==> src/rtl/muldiv_pkg.sv <==
// Shared encodings for the signed multiply/divide unit.
//   OP_MUL / OP_DIV : operation select encoding on the op port
//   state_e         : sequencer states
//   DIV0_FILL       : fill bit replicated across c on a divide by zero (all ones)
package muldiv_pkg;

    localparam logic OP_MUL    = 1'b0;
    localparam logic OP_DIV    = 1'b1;
    localparam logic DIV0_FILL = 1'b1;

    typedef enum logic [1:0] {
        IDLE = 2'd0,
        RUN  = 2'd1,
        DONE = 2'd2
    } state_e;

endpackage

==> src/rtl/sign_mag_split.sv <==
// Combinational two's-complement to sign/magnitude conversion.
//   val_i   : WIDTH-bit signed input
//   sign_c_o: sign bit of val_i
//   mag_c_o : |val_i| as WIDTH-bit unsigned; the most negative value maps to 2^(WIDTH-1)
module sign_mag_split #(
    parameter int unsigned WIDTH = 6
) (
    input  logic [WIDTH-1:0] val_i,
    output logic             sign_c_o,
    output logic [WIDTH-1:0] mag_c_o
);

    assign sign_c_o = val_i[WIDTH-1];
    assign mag_c_o  = val_i[WIDTH-1] ? (~val_i + WIDTH'(1)) : val_i;

endmodule

==> src/rtl/signed_muldiv_seq.sv <==
// Sequential signed multiply / divide unit with start/done handshake.
// Result is sign-magnitude: magnitude on c, sign on neg.
//   clk, rst    : clock, synchronous active-high reset
//   start       : request an operation (sampled only in IDLE)
//   op          : 0 = multiply, 1 = divide
//   A, B        : signed operands (multiplicand/dividend, multiplier/divisor)
//   c           : mul |A*B|; div {|remainder|, |quotient|}, quotient in low half
//   neg         : result sign (0 when the product / quotient is zero)
//   busy        : operation in progress
//   done        : one-cycle pulse when c/neg are valid
//   div_by_zero : divide with B == 0, held with the result
module signed_muldiv_seq
    import muldiv_pkg::*;
#(
    parameter int unsigned WIDTH = 6
) (
    input  logic                 clk,
    input  logic                 rst,
    input  logic                 start,
    input  logic                 op,
    input  logic [WIDTH-1:0]     A,
    input  logic [WIDTH-1:0]     B,
    output logic [2*WIDTH-1:0]   c,
    output logic                 neg,
    output logic                 busy,
    output logic                 done,
    output logic                 div_by_zero
);

    localparam int unsigned CNT_W = $clog2(WIDTH);
    localparam int unsigned ACC_W = 2 * WIDTH;

    state_e             state_q, state_d;
    logic [CNT_W-1:0]   cnt_q, cnt_d;
    logic [ACC_W-1:0]   acc_q, acc_d;
    logic [WIDTH-1:0]   a_mag_q, a_mag_d;
    logic [WIDTH-1:0]   b_mag_q, b_mag_d;
    logic               op_q, op_d;
    logic               sign_a_q, sign_a_d;
    logic               sign_b_q, sign_b_d;
    logic               div0_q, div0_d;
    logic [ACC_W-1:0]   c_q, c_d;
    logic               neg_q, neg_d;
    logic               busy_q, busy_d;
    logic               done_q, done_d;
    logic               dbz_q, dbz_d;

    logic               a_sign_c, b_sign_c;
    logic [WIDTH-1:0]   a_mag_c, b_mag_c;

    logic [WIDTH:0]     mul_sum;
    logic [ACC_W-1:0]   mul_next;
    logic [WIDTH:0]     div_shift;
    logic [WIDTH:0]     div_trial;
    logic [ACC_W-1:0]   div_next;

    sign_mag_split #(.WIDTH(WIDTH)) u_split_a (
        .val_i    (A),
        .sign_c_o (a_sign_c),
        .mag_c_o  (a_mag_c)
    );

    sign_mag_split #(.WIDTH(WIDTH)) u_split_b (
        .val_i    (B),
        .sign_c_o (b_sign_c),
        .mag_c_o  (b_mag_c)
    );

    // One iteration of each algorithm.
    // Multiply: acc = {partial, multiplier}; add |A| to the upper half when the
    // current multiplier LSB is set, then shift the whole pair right (carry included).
    // Divide: acc = {remainder, dividend/quotient}; shift the next dividend bit into
    // the remainder, trial-subtract |B| and restore on borrow; quotient bit enters at LSB.
    always_comb begin
        mul_sum   = {1'b0, acc_q[ACC_W-1:WIDTH]} + (acc_q[0] ? {1'b0, a_mag_q} : '0);
        mul_next  = {mul_sum, acc_q[WIDTH-1:1]};
        div_shift = {acc_q[ACC_W-2:WIDTH-1]};
        div_trial = div_shift - {1'b0, b_mag_q};
        if (div_trial[WIDTH]) begin
            div_next = {div_shift[WIDTH-1:0], acc_q[WIDTH-2:0], 1'b0};
        end else begin
            div_next = {div_trial[WIDTH-1:0], acc_q[WIDTH-2:0], 1'b1};
        end
    end

    // Next-state and output logic.
    always_comb begin
        state_d  = state_q;
        cnt_d    = cnt_q;
        acc_d    = acc_q;
        a_mag_d  = a_mag_q;
        b_mag_d  = b_mag_q;
        op_d     = op_q;
        sign_a_d = sign_a_q;
        sign_b_d = sign_b_q;
        div0_d   = div0_q;
        c_d      = c_q;
        neg_d    = neg_q;
        busy_d   = busy_q;
        done_d   = 1'b0;
        dbz_d    = dbz_q;

        case (state_q)
            IDLE: begin
                if (start) begin
                    op_d     = op;
                    sign_a_d = a_sign_c;
                    sign_b_d = b_sign_c;
                    a_mag_d  = a_mag_c;
                    b_mag_d  = b_mag_c;
                    cnt_d    = '0;
                    busy_d   = 1'b1;
                    dbz_d    = 1'b0;
                    if (op == OP_DIV && B == '0) begin
                        div0_d  = 1'b1;
                        state_d = DONE;
                    end else begin
                        div0_d  = 1'b0;
                        state_d = RUN;
                    end
                    acc_d = (op == OP_MUL) ? {{WIDTH{1'b0}}, b_mag_c}
                                           : {{WIDTH{1'b0}}, a_mag_c};
                end
            end
            RUN: begin
                acc_d = (op_q == OP_DIV) ? div_next : mul_next;
                cnt_d = cnt_q + CNT_W'(1);
                if (cnt_q == CNT_W'(WIDTH - 1)) begin
                    state_d = DONE;
                end
            end
            DONE: begin
                state_d = IDLE;
                busy_d  = 1'b0;
                done_d  = 1'b1;
                if (div0_q) begin
                    c_d   = {ACC_W{DIV0_FILL}};
                    neg_d = 1'b0;
                    dbz_d = 1'b1;
                end else begin
                    c_d   = acc_q;
                    // A zero product / quotient is always reported positive.
                    neg_d = (sign_a_q ^ sign_b_q) &
                            ((op_q == OP_DIV) ? (|acc_q[WIDTH-1:0]) : (|acc_q));
                    dbz_d = 1'b0;
                end
            end
            default: begin
                state_d = IDLE;
            end
        endcase
    end

    // State and datapath registers.
    always_ff @(posedge clk) begin
        if (rst) begin
            state_q  <= IDLE;
            cnt_q    <= '0;
            acc_q    <= '0;
            a_mag_q  <= '0;
            b_mag_q  <= '0;
            op_q     <= 1'b0;
            sign_a_q <= 1'b0;
            sign_b_q <= 1'b0;
            div0_q   <= 1'b0;
            c_q      <= '0;
            neg_q    <= 1'b0;
            busy_q   <= 1'b0;
            done_q   <= 1'b0;
            dbz_q    <= 1'b0;
        end else begin
            state_q  <= state_d;
            cnt_q    <= cnt_d;
            acc_q    <= acc_d;
            a_mag_q  <= a_mag_d;
            b_mag_q  <= b_mag_d;
            op_q     <= op_d;
            sign_a_q <= sign_a_d;
            sign_b_q <= sign_b_d;
            div0_q   <= div0_d;
            c_q      <= c_d;
            neg_q    <= neg_d;
            busy_q   <= busy_d;
            done_q   <= done_d;
            dbz_q    <= dbz_d;
        end
    end

    assign c           = c_q;
    assign neg         = neg_q;
    assign busy        = busy_q;
    assign done        = done_q;
    assign div_by_zero = dbz_q;

endmodule

==> config.mk <==
export PLATFORM = sky130hd
export DESIGN_NAME = signed_muldiv_seq
export DESIGN_NICKNAME = d
export VERILOG_FILES = /design/src/rtl/muldiv_pkg.sv /design/src/rtl/sign_mag_split.sv /design/src/rtl/signed_muldiv_seq.sv
export SDC_FILE = /design/constraint.sdc
export NUM_CORES = 1
export LEC_CHECK = 0
export CAP_MARGIN = 20
export CORE_MARGIN = 4
export CORE_UTILIZATION = 40
export CTS_BUF_LIST = sky130_fd_sc_hd__clkbuf_4 sky130_fd_sc_hd__clkbuf_8
export DETAILED_ROUTE_END_ITERATION = 10
export PLACE_DENSITY = 0.69
export SLEW_MARGIN = 40
export SYNTH_ARGS = -nofsm -noshare
export SYNTH_HDL_FRONTEND = slang
export SYNTH_SLANG_ARGS = --single-unit
export TNS_END_PERCENT = 100
==> constraint.sdc <==
create_clock -name clk -period 3.9 [get_ports clk]
set_input_delay 0.78 -clock clk [delete_from_list [all_inputs] [get_ports clk]]
set_output_delay 0.78 -clock clk [all_outputs]
set_load 0.05 [all_outputs]
Word-level counts from Yosys, hierarchy flattened
Index checks and enable logic that the tools add are counted.
- bits in registers: 49
- bitwise operators: 4
- reductions and logical operators: 11
- equality and inequality tests: 5
- add/sub/neg operators: 5
- mux-type cells: 24
- operators by type and width (operator ; count):
    12-bit two-way mux ; 4
    6-bit two-way mux ; 4
    12-bit one-hot mux with 2 select lines ; 1
    6-bit by 1-bit adder with 6-bit output (second input constant) ; 2
    6-bit inverter ; 2
    12-bit OR reduction ; 1
    2-bit AND reduction ; 4
    6-bit by 6-bit adder with 7-bit output ; 1
    1-bit two-way mux ; 7
    6-bit by 6-bit subtractor with 7-bit output ; 1
    6-bit zero test ; 1
    2-bit two-way mux ; 3
    3-bit one-hot mux with 2 select lines ; 1
    6-bit OR reduction ; 1
    2-bit inequality test (second input constant) ; 2
    1-bit one-hot mux with 2 select lines ; 2
    2-bit one-hot mux with 2 select lines ; 1
    2-bit nonzero test ; 2
    3-bit by 1-bit adder with 3-bit output (second input constant) ; 1
    3-bit equality test (second input constant) ; 1
    3-bit two-way mux ; 1
    2-bit by 1-bit equality test with 1-bit output (second input constant) ; 1
    2-bit equality test (second input constant) ; 1
    2-bit zero test ; 1
    other kinds (3) ; 3

Depth between registers and ports, before layout
- depth after elaboration: 6
- mapped depth: 10

Modules after synthesis
From an unflattened synthesis, not the netlist that was laid out.
- cell total of the unflattened synthesis: 371
- area, all modules: 2937.8 um2
- modules (own cells, without submodules) (module ; instances ; cells each ; area an instance (um2) ; seq. area each (um2)):
    signed_muldiv_seq ; 1 ; 335 ; 2687.6 ; 980.9
    sign_mag_split ; 2 ; 18 ; 125.1 ; 0.0

Worst setup path after synthesis
OpenSTA, ideal clock, no wires.
- path kind: register -> register
- from: reg acc_q[5]
- to: reg acc_q[6]
- stages on the path, launching flop included: 9
- setup slack: 1.754 ns
- arrival: 2.067 ns
- library setup time: 0.080 ns
- data required time: 3.820 ns
- cells stage by stage: dfxtp_1 -> inv_1 -> ha_1 -> fa_1 -> nor2b_4 -> o31ai_2 -> a21oi_2 -> mux2_4 -> a211oi_2
- cells in the longest elaborated chain, start to end: 4
- ends and longest elaborated chain (item ; RTL line ; source):
    from (decl) ; signed_muldiv_seq.sv:35 ; logic [ACC_W-1:0] acc_q, acc_d;
    from (signal assigned) ; signed_muldiv_seq.sv:159 ; acc_q <= '0;
    from (signal assigned) ; signed_muldiv_seq.sv:174 ; acc_q <= acc_d;
    6-bit by 6-bit subtractor with 7-bit output ; signed_muldiv_seq.sv:78 ; div_trial = div_shift - {1'b0, b_mag_q};
    12-bit two-way mux * ; signed_muldiv_seq.sv:79 ; if (div_trial[WIDTH]) begin
    12-bit two-way mux * ; signed_muldiv_seq.sv:126 ; acc_d = (op_q == OP_DIV) ? div_next : mul_next;
    12-bit one-hot mux with 2 select lines * ; signed_muldiv_seq.sv:103 ; case (state_q)
Every way passes the cells marked *; elsewhere a longest branch is shown, timed or not.
A chain may end at the register's enable or synchronous reset.

Worst setup path after layout
Same ends and word-level chain as after synthesis.

==> flow_metrics.tcl <==
set metrics [dict create \
    core_area_mm2 0.00683 \
    clk_pin_slew_worst_paths_ns 0.10 \
    critical_path.max_fanout 6 \
    timing.critical_path.required_ns 4.14 \
    wire_per_inst_um 14.7 \
    buffer_ports.inserted 31 \
    min_period_over_period 0.618 \
    max_clock_freq_mhz 415 \
    filler_cell_count 698 \
    end_kind "flop" \
    synth_warnings 0 \
    power.clock.fraction 0.298 \
    max_slew_margin 0.455 \
    path_type_of_the_worst_setup_path "flop to flop" \
    synth-seq-area-share 0.345 \
    routed-via-count 2496 \
    whs_endpoint "a_mag_q[4]$_SDFFE_PP0P_" \
    synth_top_cell_by_area "sky130_fd_sc_hd__dfxtp_1" \
    globalRouteOverflowTotal 0 \
    htree_num_levels 2 \
    cts_buffers 5 \
    power.switching_fraction 0.312 \
    post_route_cells_drive_above_1_share 0.0427 \
    synth_enable_flop_cells 0 \
    yosys_register_bits 49 \
    synthesis.area_per_instance_um2 7.99 \
    async_flop_share 0 \
    finalSetupViolations 0 \
    die-area_mm2 0.00852 \
    layoutNonFillerInstCount 471 \
    drt_iter0_drc 154 \
    post_synth_main_area_contributors "sky130_fd_sc_hd__dfxtp_1 (35%), sky130_fd_sc_hd__ha_1 (7.0%), sky130_fd_sc_hd__nor2_1 (6.7%)" \
    clkSinkCount 49 \
    syn-instance-count 356 \
    comb_power_share 0.196 \
    design.final.nets 408 \
    post_cts_resized 0 \
    multi_input_area_mm2 0.00170 \
    io-pin-count 32 \
    timing.critical_path.from_type "flop" \
    maxCapViolations 0 \
    remaining_routing_drc_violations 0 \
    detail_route.vias_per_cell 5.30 \
    worstHoldStart "a_mag_q[4]$_SDFFE_PP0P_" \
    finalMaxSlewViolations 0 \
    antenna-diode-count 0 \
    antenna_left 0 \
    dieWidth_um 92.3 \
    ys_top_cells_by_count "sky130_fd_sc_hd__nor2_1 (51), sky130_fd_sc_hd__dfxtp_1 (49), sky130_fd_sc_hd__nor3_1 (34)" \
    rr_worst_depth 8 \
    cts_root_buffer "sky130_fd_sc_hd__clkbuf_8" \
    r2r_end "acc_q[6]$_SDFFE_PP0P_" \
    worst_ir_drop_vdd_v 0.000235 \
    timing.rr.start "acc_q[5]$_SDFFE_PP0P_" \
    core.rowCount 30 \
    unrepaired_setup_endpoints_after_global_routing "false" \
    post-layout-total-power_w 0.00108 \
    regToRegSetupSlack_ns 1.49 \
    clock-skew-final_ns 0.00832 \
    min-delay-path-class "flop to flop" \
    status "completed" \
    synth_top_area_share 0.345 \
    clock_path_buffers 2 \
    signal_arrival_time_at_the_worst_endpoint_ns 2.65 \
    finalHoldViolations 0 \
    detailed_place_hpwl_um 5080 \
    net_switching_power_of_the_design_w 0.000337 \
    power.leakage_nw 1.24 \
    starting_density 0.416 \
    yosys.cell_types.count 47 \
    finalWeightedCongestion 0.840 \
    synth_fp_nets 390 \
    ff_latch_area_um2 981 \
    netlist_area_mm2 0.00284 \
    post_cts.repair.setup_buffers 0 \
    global_route_wire_length_before_repair_um 11400 \
    skew_pair_late_insertion_delay_ns 0.32 \
    pin_count_of_the_biggest_net_entering_global_routing 48 \
    globalRouteMet1Util 0.220 \
    antenna_found_initial 0 \
    dieHeight_um 92.3 \
    place.detailed.instances 463 \
    number_of_global_route_vias_before_repair 2398 \
    power_report.internal_total_w 0.000745 \
    power_density_over_the_cells_mw_per_mm2 328 \
    fin_setup_tns_ns 0 \
    cts_tree "built" \
    worst_slew_pin_slew_ns 0.817 \
    detail_route.first_pass.iterations 4 \
    cts_hold_buffers 0 \
    post_route_wl_um 6920 \
    area.growth.synth_to_final_pct 15.8 \
    seqPwrFrac 0.505 \
    hold_ws_ns 0.461 \
    groute.usage.overall 0.168 \
    synth_top_flop_cell "sky130_fd_sc_hd__dfxtp_1" \
    whs_path_depth 2 \
    global_route.peak_usage_layer "met2" \
    min_period_ns 2.41 \
    grtUsageMet2 0.266 \
    synth_most_common_cell "sky130_fd_sc_hd__nor2_1" \
    met3_usage 0.0382 \
]
## stage by stage
stage	utilization	instance area (µm²)	setup slack, ns
after floorplan	-	2840	1.75
after global placement	0.468	3200	1.42
after detailed placement	0.468	3200	1.37
after CTS	0.482	3290	1.48
after global routing	0.482	3290	1.37
final	0.482	3290	1.49
## logic make-up (layout without fill, tap and decap cells)
logic type,count (synthesis),count (layout),synth area share
mux,13,13,0.0475
buf+inv,42,61,0.0577
flops,49,49,0.345
simple gates,143,143,0.241
xor+xnor,14,14,0.0431
compound gates,77,77,0.181
fa+ha+maj,18,18,0.0845
## sequential cells by signal (all words and copies together), names as in the netlist, 2 cells and up
name	cells
a_mag_q	6
acc_q	12
c	12
b_mag_q	6
state_q	2
cnt_q	3
## per-layer routing
metal	routed length (µm)	part of all wire
met2	3210	0.46
met1	3270	0.47
met4	119	0.017
met3	325	0.047
met5	0	0
## how the worst max path moves through the flow
stage                          startpoint                      to  slack [ns]  depth (start not counted)
CTS                 acc_q[5]$_SDFFE_PP0P_   acc_q[6]$_SDFFE_PP0P_        1.48                          8
global route        acc_q[0]$_SDFFE_PP0P_  acc_q[11]$_SDFFE_PP0P_        1.37                          9
floorplan           acc_q[5]$_SDFFE_PP0P_   acc_q[6]$_SDFFE_PP0P_        1.75                          8
global placement                     B[0]   acc_q[4]$_SDFFE_PP0P_        1.42                          8
finish              acc_q[5]$_SDFFE_PP0P_   acc_q[6]$_SDFFE_PP0P_        1.49                          8
detailed placement                   B[0]   acc_q[4]$_SDFFE_PP0P_        1.37                          8
## cells in the final DEF, fill, tap and decap left out, types with 3 or more instances in the layout
cell,instances
sky130_fd_sc_hd__nor2_1,51
sky130_fd_sc_hd__a211oi_1,10
sky130_fd_sc_hd__nor4_1,3
sky130_fd_sc_hd__nand4_1,4
sky130_fd_sc_hd__xnor2_1,9
sky130_fd_sc_hd__ha_1,16
sky130_fd_sc_hd__dfxtp_1,49
sky130_fd_sc_hd__o21ai_0,9
sky130_fd_sc_hd__nor3_1,34
sky130_fd_sc_hd__xor2_1,5
sky130_fd_sc_hd__nor2b_1,5
sky130_fd_sc_hd__and2_1,8
sky130_fd_sc_hd__clkdlybuf4s50_1,31
sky130_fd_sc_hd__o31ai_1,5
sky130_fd_sc_hd__a21oi_1,28
sky130_fd_sc_hd__inv_1,21
sky130_fd_sc_hd__clkbuf_8,5
sky130_fd_sc_hd__a31oi_1,3
sky130_fd_sc_hd__nand2b_1,4
sky130_fd_sc_hd__mux2i_1,12
sky130_fd_sc_hd__nand2_1,23
## area by class of cell
type	instances	area share
clock buffers	5	0.0209
clock inverters	3	0.00798
inverters	21	0.0239
well taps	96	0.0365
multi-input cells	265	0.516
flip-flops and latches	49	0.298
repair buffers	32	0.0965
## worst max-delay path, cell delays in order (launching register included)
cell	delay, ns
sky130_fd_sc_hd__dfxtp_1	0.46
sky130_fd_sc_hd__inv_1	0.09
sky130_fd_sc_hd__ha_1	0.23
sky130_fd_sc_hd__fa_1	0.45
sky130_fd_sc_hd__nor2b_4	0.15
sky130_fd_sc_hd__o31ai_2	0.08
sky130_fd_sc_hd__a21oi_2	0.34
sky130_fd_sc_hd__mux2_4	0.35
sky130_fd_sc_hd__a211oi_2	0.20
## power by group through the flow
stage | combinational (W) | clock (W) | sequential (W)
final | 0.000212 | 0.000322 | 0.000547
after global routing | 0.000236 | 0.000350 | 0.000551
after CTS | 0.000212 | 0.000332 | 0.000546
after detailed placement | 0.000211 | 0 | 0.000558
after global placement | 0.000208 | 0 | 0.000557
after floorplan | 0.000159 | 0 | 0.000549
No activity file was read; power rests on OpenSTA's default activity.
